## config.mk

```make
export PLATFORM = sky130hd
export DESIGN_NAME = bpu_resolve
export DESIGN_NICKNAME = d
export VERILOG_FILES = /design/src/rtl/bpu_resolve.sv
export SDC_FILE = /design/constraint.sdc
export NUM_CORES = 1
export LEC_CHECK = 0
export BUFFER_PORTS_ARGS = -buffer_cell sky130_fd_sc_hd__clkbuf_2
export CORE_ASPECT_RATIO = 0.9
export CORE_MARGIN = 2
export CORE_UTILIZATION = 55
export DETAILED_ROUTE_END_ITERATION = 8
export GPL_ROUTABILITY_DRIVEN = 0
export GPL_TIMING_DRIVEN = 0
export HOLD_SLACK_MARGIN = 0.1
export PLACE_DENSITY = 0.87
export SLEW_MARGIN = 30
export SYNTH_ARGS = -nofsm -noshare
export SYNTH_HDL_FRONTEND = slang
export SYNTH_SLANG_ARGS = --single-unit
```

## constraint.sdc

```tcl
create_clock -name clk -period 10.7 [get_ports clk]
set_input_delay 0.535 -clock clk [delete_from_list [all_inputs] [get_ports clk]]
set_output_delay 0.535 -clock clk [all_outputs]
set_load 0.01 [all_outputs]
```

## src/rtl/bpu_resolve.sv

```systemverilog
// Resolve side of the static branch predictor: queues fetch-time predictions and checks them at execute.
// Optional macro BPU_PERF_CNT_EN adds resolved-branch and mispredict counters.
module bpu_resolve #(
    parameter int DEPTH = 4
) (
    input  logic        clk,
    input  logic        rst,
    input  logic        push_valid_i,
    input  logic [31:0] push_pc_i,
    input  logic        push_taken_i,
    input  logic [31:0] push_target_i,
    output logic        full_o,
    input  logic        res_valid_i,
    input  logic        res_taken_i,
    input  logic [31:0] res_target_i,
    output logic        redirect_o,
    output logic [31:0] redirect_addr_o,
    output logic        err_o,
    output logic [31:0] br_cnt_o,
    output logic [31:0] mis_cnt_o
);
    localparam int AW = (DEPTH > 1) ? $clog2(DEPTH) : 1;
    localparam int CW = AW + 1;

    logic [31:0]   pc_mem_r     [0:DEPTH-1];
    logic          taken_mem_r  [0:DEPTH-1];
    logic [31:0]   target_mem_r [0:DEPTH-1];
    logic [AW-1:0] rd_ptr_r, wr_ptr_r;
    logic [CW-1:0] count_r;
    logic          redirect_r, err_r;
    logic [31:0]   redirect_addr_r;

    logic          res_fire_s, push_fire_s, mispredict_s, err_set_s;
    logic [31:0]   fix_addr_s;
    logic [AW-1:0] rd_ptr_nxt_s, wr_ptr_nxt_s;
    logic [CW-1:0] count_nxt_s;

    function automatic logic mispredicted(input logic pred_taken, input logic [31:0] pred_target,
                                          input logic act_taken, input logic [31:0] act_target);
        return (pred_taken != act_taken) || (pred_taken && act_taken && (pred_target != act_target));
    endfunction

    assign full_o = (count_r == CW'(DEPTH));

    // Queue control: accept/pop decisions and next pointer/count state
    always_comb begin
        res_fire_s   = res_valid_i && (count_r != {CW{1'b0}});
        push_fire_s  = push_valid_i && !full_o;
        err_set_s    = (res_valid_i && (count_r == {CW{1'b0}})) || (push_valid_i && full_o);
        mispredict_s = 1'b0;
        fix_addr_s   = res_taken_i ? res_target_i : (pc_mem_r[rd_ptr_r] + 32'd4);
        rd_ptr_nxt_s = rd_ptr_r;
        wr_ptr_nxt_s = wr_ptr_r;
        count_nxt_s  = count_r;
        if (res_fire_s) begin
            mispredict_s = mispredicted(taken_mem_r[rd_ptr_r], target_mem_r[rd_ptr_r],
                                        res_taken_i, res_target_i);
        end else begin
            mispredict_s = 1'b0;
        end
        // A mispredict flushes everything younger, including a same-cycle push
        if (mispredict_s) begin
            rd_ptr_nxt_s = {AW{1'b0}};
            wr_ptr_nxt_s = {AW{1'b0}};
            count_nxt_s  = {CW{1'b0}};
        end else begin
            if (push_fire_s) begin
                wr_ptr_nxt_s = wr_ptr_r + {{(AW-1){1'b0}}, 1'b1};
            end else begin
                wr_ptr_nxt_s = wr_ptr_r;
            end
            if (res_fire_s) begin
                rd_ptr_nxt_s = rd_ptr_r + {{(AW-1){1'b0}}, 1'b1};
            end else begin
                rd_ptr_nxt_s = rd_ptr_r;
            end
            if (push_fire_s && !res_fire_s) begin
                count_nxt_s = count_r + {{(CW-1){1'b0}}, 1'b1};
            end else if (!push_fire_s && res_fire_s) begin
                count_nxt_s = count_r - {{(CW-1){1'b0}}, 1'b1};
            end else begin
                count_nxt_s = count_r;
            end
        end
    end

    // Prediction storage
    always_ff @(posedge clk or posedge rst) begin
        if (rst) begin
            for (int i = 0; i < DEPTH; i++) begin
                pc_mem_r[i]     <= 32'd0;
                taken_mem_r[i]  <= 1'b0;
                target_mem_r[i] <= 32'd0;
            end
        end else if (push_fire_s && !mispredict_s) begin
            pc_mem_r[wr_ptr_r]     <= push_pc_i;
            taken_mem_r[wr_ptr_r]  <= push_taken_i;
            target_mem_r[wr_ptr_r] <= push_target_i;
        end
    end

    // Pointers, count, redirect and sticky error
    always_ff @(posedge clk or posedge rst) begin
        if (rst) begin
            rd_ptr_r        <= {AW{1'b0}};
            wr_ptr_r        <= {AW{1'b0}};
            count_r         <= {CW{1'b0}};
            redirect_r      <= 1'b0;
            redirect_addr_r <= 32'd0;
            err_r           <= 1'b0;
        end else begin
            rd_ptr_r   <= rd_ptr_nxt_s;
            wr_ptr_r   <= wr_ptr_nxt_s;
            count_r    <= count_nxt_s;
            redirect_r <= mispredict_s;
            err_r      <= err_r || err_set_s;
            if (mispredict_s) begin
                redirect_addr_r <= fix_addr_s;
            end
        end
    end

    assign redirect_o      = redirect_r;
    assign redirect_addr_o = redirect_addr_r;
    assign err_o           = err_r;

`ifdef BPU_PERF_CNT_EN
    logic [31:0] br_cnt_r, mis_cnt_r;

    // Performance counters, wrapping at 2^32
    always_ff @(posedge clk or posedge rst) begin
        if (rst) begin
            br_cnt_r  <= 32'd0;
            mis_cnt_r <= 32'd0;
        end else begin
            if (res_fire_s) begin
                br_cnt_r <= br_cnt_r + 32'd1;
            end
            if (mispredict_s) begin
                mis_cnt_r <= mis_cnt_r + 32'd1;
            end
        end
    end

    assign br_cnt_o  = br_cnt_r;
    assign mis_cnt_o = mis_cnt_r;
`else
    assign br_cnt_o  = 32'd0;
    assign mis_cnt_o = 32'd0;
`endif
endmodule

```

# Yosys cells after proc, flatten, opt, wreduce, memory -nomap -nowiden
# Cells that the tools add are included.
# op_classes
addsub	5
magnitude_cmp	3
n_reduce_logical	22
div_mod_pow	0
multipliers	0
n_eq_ne	3
mux	25
bitwise	2
shift	0
# op_table
operator	n
128-bit bitwise mux	2
32-bit two-way mux	6
32-bit binary-select mux with 2-bit select	2
32-bit demux with 2-bit select	1
32-bit by 3-bit adder with 32-bit output, second input constant	1
32-bit != test	1
1-bit logical AND	10
3-bit two-way mux	3
2-bit two-way mux	4
3-bit greater-or-equal comparator, second input constant	2
2-bit inverter with 3-bit output	2
3-bit nonzero test	2
2-bit by 1-bit adder with 2-bit output, second input constant	2
4-bit bitwise mux	1
1-bit zero test	4
1-bit two-way mux	4
2-bit nonzero test	2
3-bit by 1-bit adder with 3-bit output, second input constant	1
3-bit equality test, second input constant	1
3-bit zero test	1
1-bit logical OR	3
3-bit by 1-bit < comparator with 1-bit output, second input constant	1
3-bit by 1-bit subtractor with 3-bit output, second input constant	1
1-bit binary-select mux with 2-bit select	1
2 further kinds	2
# word_totals
regBits	301
word_cells	78
latch_bits	0
in_bits	102
output_inout_bits	99
rom_bits	0
ramBits	0
n_memories	0

# Depth between registers and ports, before layout
# depth
depth_word	10
mapped_depth	12
ltp_nobuf	8

# Worst setup path before layout
# OpenSTA, ideal clock, no wires.
# synth_timing
kind	flip-flop to flip-flop
start	register rd_ptr_r[0]
end	register redirect_addr_r[19] (netlist: redirect_addr_o[19])
t_arrival_ns	3.088
setup_slack_ns	7.485
path_buffers	6
stages_incl_launch_ff	13
path_cell_list	dfrtp_1 -> buf_4 -> buf_4 -> buf_2 -> buf_4 -> mux4_2 -> ha_1 -> nor2_1 -> nor2_1 -> and2_1 -> buf_6 -> buf_6 -> mux2_1
# synth_between
elab_chain_len	8
word_cells_on_any_way	18
# synth_rtl
element	line	rtl
start, declared	28	logic [AW-1:0] rd_ptr_r, wr_ptr_r;
start signal, assigned	105	rd_ptr_r <= {AW{1'b0}};
start signal, assigned	112	rd_ptr_r <= rd_ptr_nxt_s;
2-bit inverter with 3-bit output (not written as such) (*)	51, 56	
parallel branches: the longest is 7 deep, another holds 32-bit by 3-bit adder with 32-bit output	-	
end signal, assigned	118	redirect_addr_r <= fix_addr_s;
end, declared	31	logic [31:0] redirect_addr_r;
# Every way passes the cells marked *. The select of a mux whose other input is x is not followed.
# A chain may end at the register's enable or synchronous reset.

# Worst setup path after layout
# layout_timing
start	register rd_ptr_r[0]
end	register target_mem_r[75] (netlist bit)
# layout_between
elab_chain_len	10
word_cells_on_any_way	15
# layout_rtl
element	line	rtl
2-bit inverter with 3-bit output (not written as such) (*)	56	mispredict_s = mispredicted(taken_mem_r[rd_ptr_r], target_mem_r[rd_ptr_r],
32-bit binary-select mux with 2-bit select or 1-bit binary-select mux with 2-bit select (tied branches)	56	
32-bit two-way mux (not written as such) or 1-bit two-way mux (tied branches) (2 in series)	56	
32-bit != test or 1-bit logical AND (tied branches)	40	return (pred_taken != act_taken) || (pred_taken && act_taken && (pred_target != act_target));
1-bit logical AND	40	
1-bit logical OR (*)	40	
1-bit two-way mux (*)	55	if (res_fire_s) begin
1-bit zero test (*)	95	end else if (push_fire_s && !mispredict_s) begin
1-bit logical AND (*)	95	
end signal, assigned by index	98	target_mem_r[wr_ptr_r] <= push_target_i;
end, declared	27	logic [31:0] target_mem_r [0:DEPTH-1];
# Mark *: on every way between the ends. The rest lies on a longest branch, timed or not. The select of a mux whose other input is x is not followed.

==> summary.txt <==
Run status
  • Status: finished, final reports clean

GRT
  • Met3 Use GR: 6.98%
  • GRT overflow: 0
  • Met2 Track Usage GR: 41.2%
  • First-pass GRT wire length: 57500 µm
  • Vias in the first global route: 9870
  • GR Util met1: between 30 and 40%
  • GRT Util Overall: a little over a quarter
  • Initial antenna violation count: 5
  • GRT Max-Usage Layer: met2
  • Largest net degree at the start of global routing: 97

Yosys
  • Synth unique cells: 47
  • Proportion of synthesized flip-flops having asynchronous set or reset: between 90% and 100%
  • Sequential area share after synthesis: 50.6%
  • Synth Warn #: 0
  • Cells after Synth: 1024
  • Synthesized flop and latch total: 301
  • Number of synthesized flops with an enable pin: 0
  • Mapped Area: 14900 µm²
  • Avg Inst Size Synth: 14.5 µm²
  • Synth Flop Type: dfrtp_1

STA
  • Period utilisation layout: 41.2%
  • Worst hold slack: 240 ps
  • Slew Viols, Final: 0
  • Finish-stage setup viols: 0
  • F_max: 0.227 GHz
  • Max Clock Skew: 17.1 ps
  • Slew margin rel.: 37.4%
  • Slew @ Worst Pin: 930 ps
  • RSZ-0062 raised after global routing: false
  • Fin. Hold Viols: 0
  • Min Tclk post-route: 4400 ps

CTS
  • TritonCTS Buffers: 30
  • CTS max path bufs: 3
  • Number of gates resized after cts: 0
  • CTS tree: yes
  • Worst-path clk slew: around 60 ps
  • Clk Tree Root Cell: clkbuf_16
  • Total setup buffers inserted after CTS: 0
  • H-tree Lvls: 1
  • Clock insertion delay at the later pin of the skew report: 560 ps
  • Clock sink count: 301

Cells and area
  • Leading cell type in the layout, fill and taps excluded: dfrtp_1
  • Fillers: roughly 1900
  • Area delta synth->final: 16.9%
  • Post-layout instance area: approximately 17000 µm²
  • Commonest cells after routing, fill and taps aside: dfrtp_1, mux2_1, clkbuf_2
  • Multi-input gate area: 6620 µm²
  • Ratio of cells with drive above 1 in the final layout: 35.9%
  • Nets@finish: about 1400
  • Reg area: 7530 µm²

Die
  • Chip width: approximately 180 µm
  • Starting Density: 55.5%
  • Num ports: approximately 200
  • Die H: 160 µm
  • Die area: 28400 µm²
  • Std cell rows: 57
  • Core ar.: 26800 µm²

Setup path
  • Startpoint types: flip-flop
  • Crit Path Max Fanout: 10
  • Crit Path Class: reg -> reg
  • Slowest library cell on the worst path: nor4_2
  • Worst EP required: 11120 ps
  • Critical path origin: rd_ptr_r[0]
  • Worst R2R Start: rd_ptr_r[0]
  • Critical path cell sequence: buf_4, buf_4, buf_2, mux4_2, xnor2_1, nand4_1, nor4_2, nand3b_1, a21oi_1, buf_4, buf_6, mux2_1
  • CP arrival: 4830 ps
  • CP peak stage delay: between 500 and 600 ps
  • Reg2Reg Setup Slack: 6300 ps
  • R2r worst-path depth: 12
  • Critical Path End Type: flip-flop
  • Crit-path most repeated cell: buf_4

Placement
  • Placed cell area: 16300 µm²
  • Buffers on Ports: 136
  • HPWL Detailed: 26700 µm

Power and ir drop
  • Pleak: around 7.7 nW
  • Power per cell area: 302 nW/µm²
  • Peak supply drop: 152 µV

Route
  • Drt via density: 5.70
  • WL final: 37200 µm
  • First drt pass iteration count: 5
  • Drt initial violations: 805
  • Drt wl/cell: 22.6 µm
  • DR vias: ~9400
  • Final ANT Viol Nets: 0
  • DRC errors left: 0

Worst hold path
  • Hold depth: 2
  • Hold Path Origin: push_pc_i[13]
  • Worst hold path type: in -> reg

Job
  • Max-cap viol count: 0
## cells in the mapped netlist (2+ instances only)
master	instances	area, µm²
dfrtp_1	301	7530
mux2_1	203	2290
buf_4	74	556
mux2_2	68	766
mux4_2	65	1460
xnor2_1	55	482
nand2_1	45	169
o21ai_0	29	145
buf_6	25	282
mux2_4	21	315
a21oi_1	13	65.1
nand4_1	12	75.1
nor2_1	12	45.0
buf_2	11	55.1
nor3_1	10	50.1
clkbuf_1	9	33.8
inv_1	9	33.8
ha_1	6	75.1
xor2_1	6	52.6
nand3_1	5	25.0
nor4_1	5	31.3
and4_1	3	26.3
mux2i_1	3	30.0
nor2b_1	3	18.8
nor4_2	3	37.5
a311o_1	2	20.0
and2_1	2	12.5
nand3b_1	2	15.0
o31ai_1	2	15.0
or2_2	2	12.5
or4_1	2	15.0
## state kept, by name, indices dropped and copies added, names as in the netlist
name,flops
count_r,3
err_o,1
pc_mem_r,128
rd_ptr_r,2
redirect_addr_o,32
redirect_o,1
taken_mem_r,4
target_mem_r,128
wr_ptr_r,2
## report_power, final
group | internal (mW) | leakage (nW) | total (mW) | switching [mW]
sequential | 1.72 | 3.61 | 2.03 | 0.316
combinational | 1.13 | 3.55 | 2.13 | 1.00
clock | 0.647 | 0.516 | 1.09 | 0.444
## timing repair
action                                  in CTS  in global routing
endpoints found under the setup margin       0                  0
hold buffers                                 1                  0
hold endpoints to repair                    31                  0
## layout make-up
class | instances | share of cell area (%)
antenna | 5 | 0.0720
buffer | 120 | 5.35
clock buffer | 46 | 5.36
clock inverter | 10 | 0.612
inverter | 9 | 0.237
multi-input combinational | 657 | 38.0
sequential | 301 | 43.3
tap | 354 | 2.55
timing repair buffer | 140 | 4.45
## metrics by stage
stage	worst slack (ps)	util (%)	power [mW]	instances	setup TNS, ps
global placement	-952	60.5	4.00	1577	-277440
detailed placement	6430	60.9	4.13	1580	0
finish	6300	64.8	5.26	1642	0
global route	6210	64.8	5.52	1640	0
floorplan	1850	-	3.52	1087	0
CTS	6370	64.8	5.26	1637	0
## kinds of logic after synthesis
logic type,synth area share (%)
flip-flops,50.6
other,0.0252
AO/OA/AOI/OAI,2.03
AND/OR/NAND/NOR,3.92
multiplexers,32.7
XOR/XNOR,3.59
buffers and inverters,6.48
adder cells (fa/ha/maj),0.639
## layer usage
| layer | part of all wire (%) | up-vias |
|---|---|---|
| met3 | 8.4 | 96 |
| met2 | 46 | 388 |
| met4 | 4.7 | 0 |
| li1 | - | 4075 |
| met5 | 0 | - |
| met1 | 41 | 4797 |
## path summary, 6_finish.rpt
check	to
setup reg to reg	target_mem_r[75]
max in group asynchronous	target_mem_r[9]
hold reg to reg	err_o
setup / recovery	target_mem_r[75]
hold / removal	pc_mem_r[45]
min in group asynchronous	pc_mem_r[37]
## critical path: cells and delay by family, from the launching register on
| kind | cells | cell delay, ps |
|---|---|---|
| XOR/XNOR | 1 | 210 |
| buffers and inverters | 5 | 1330 |
| flip-flops | 1 | 340 |
| multiplexers | 2 | 760 |
| AO/OA/AOI/OAI | 1 | 480 |
| AND/OR/NAND/NOR | 3 | 1120 |
Power figures use the tool's default switching activity.
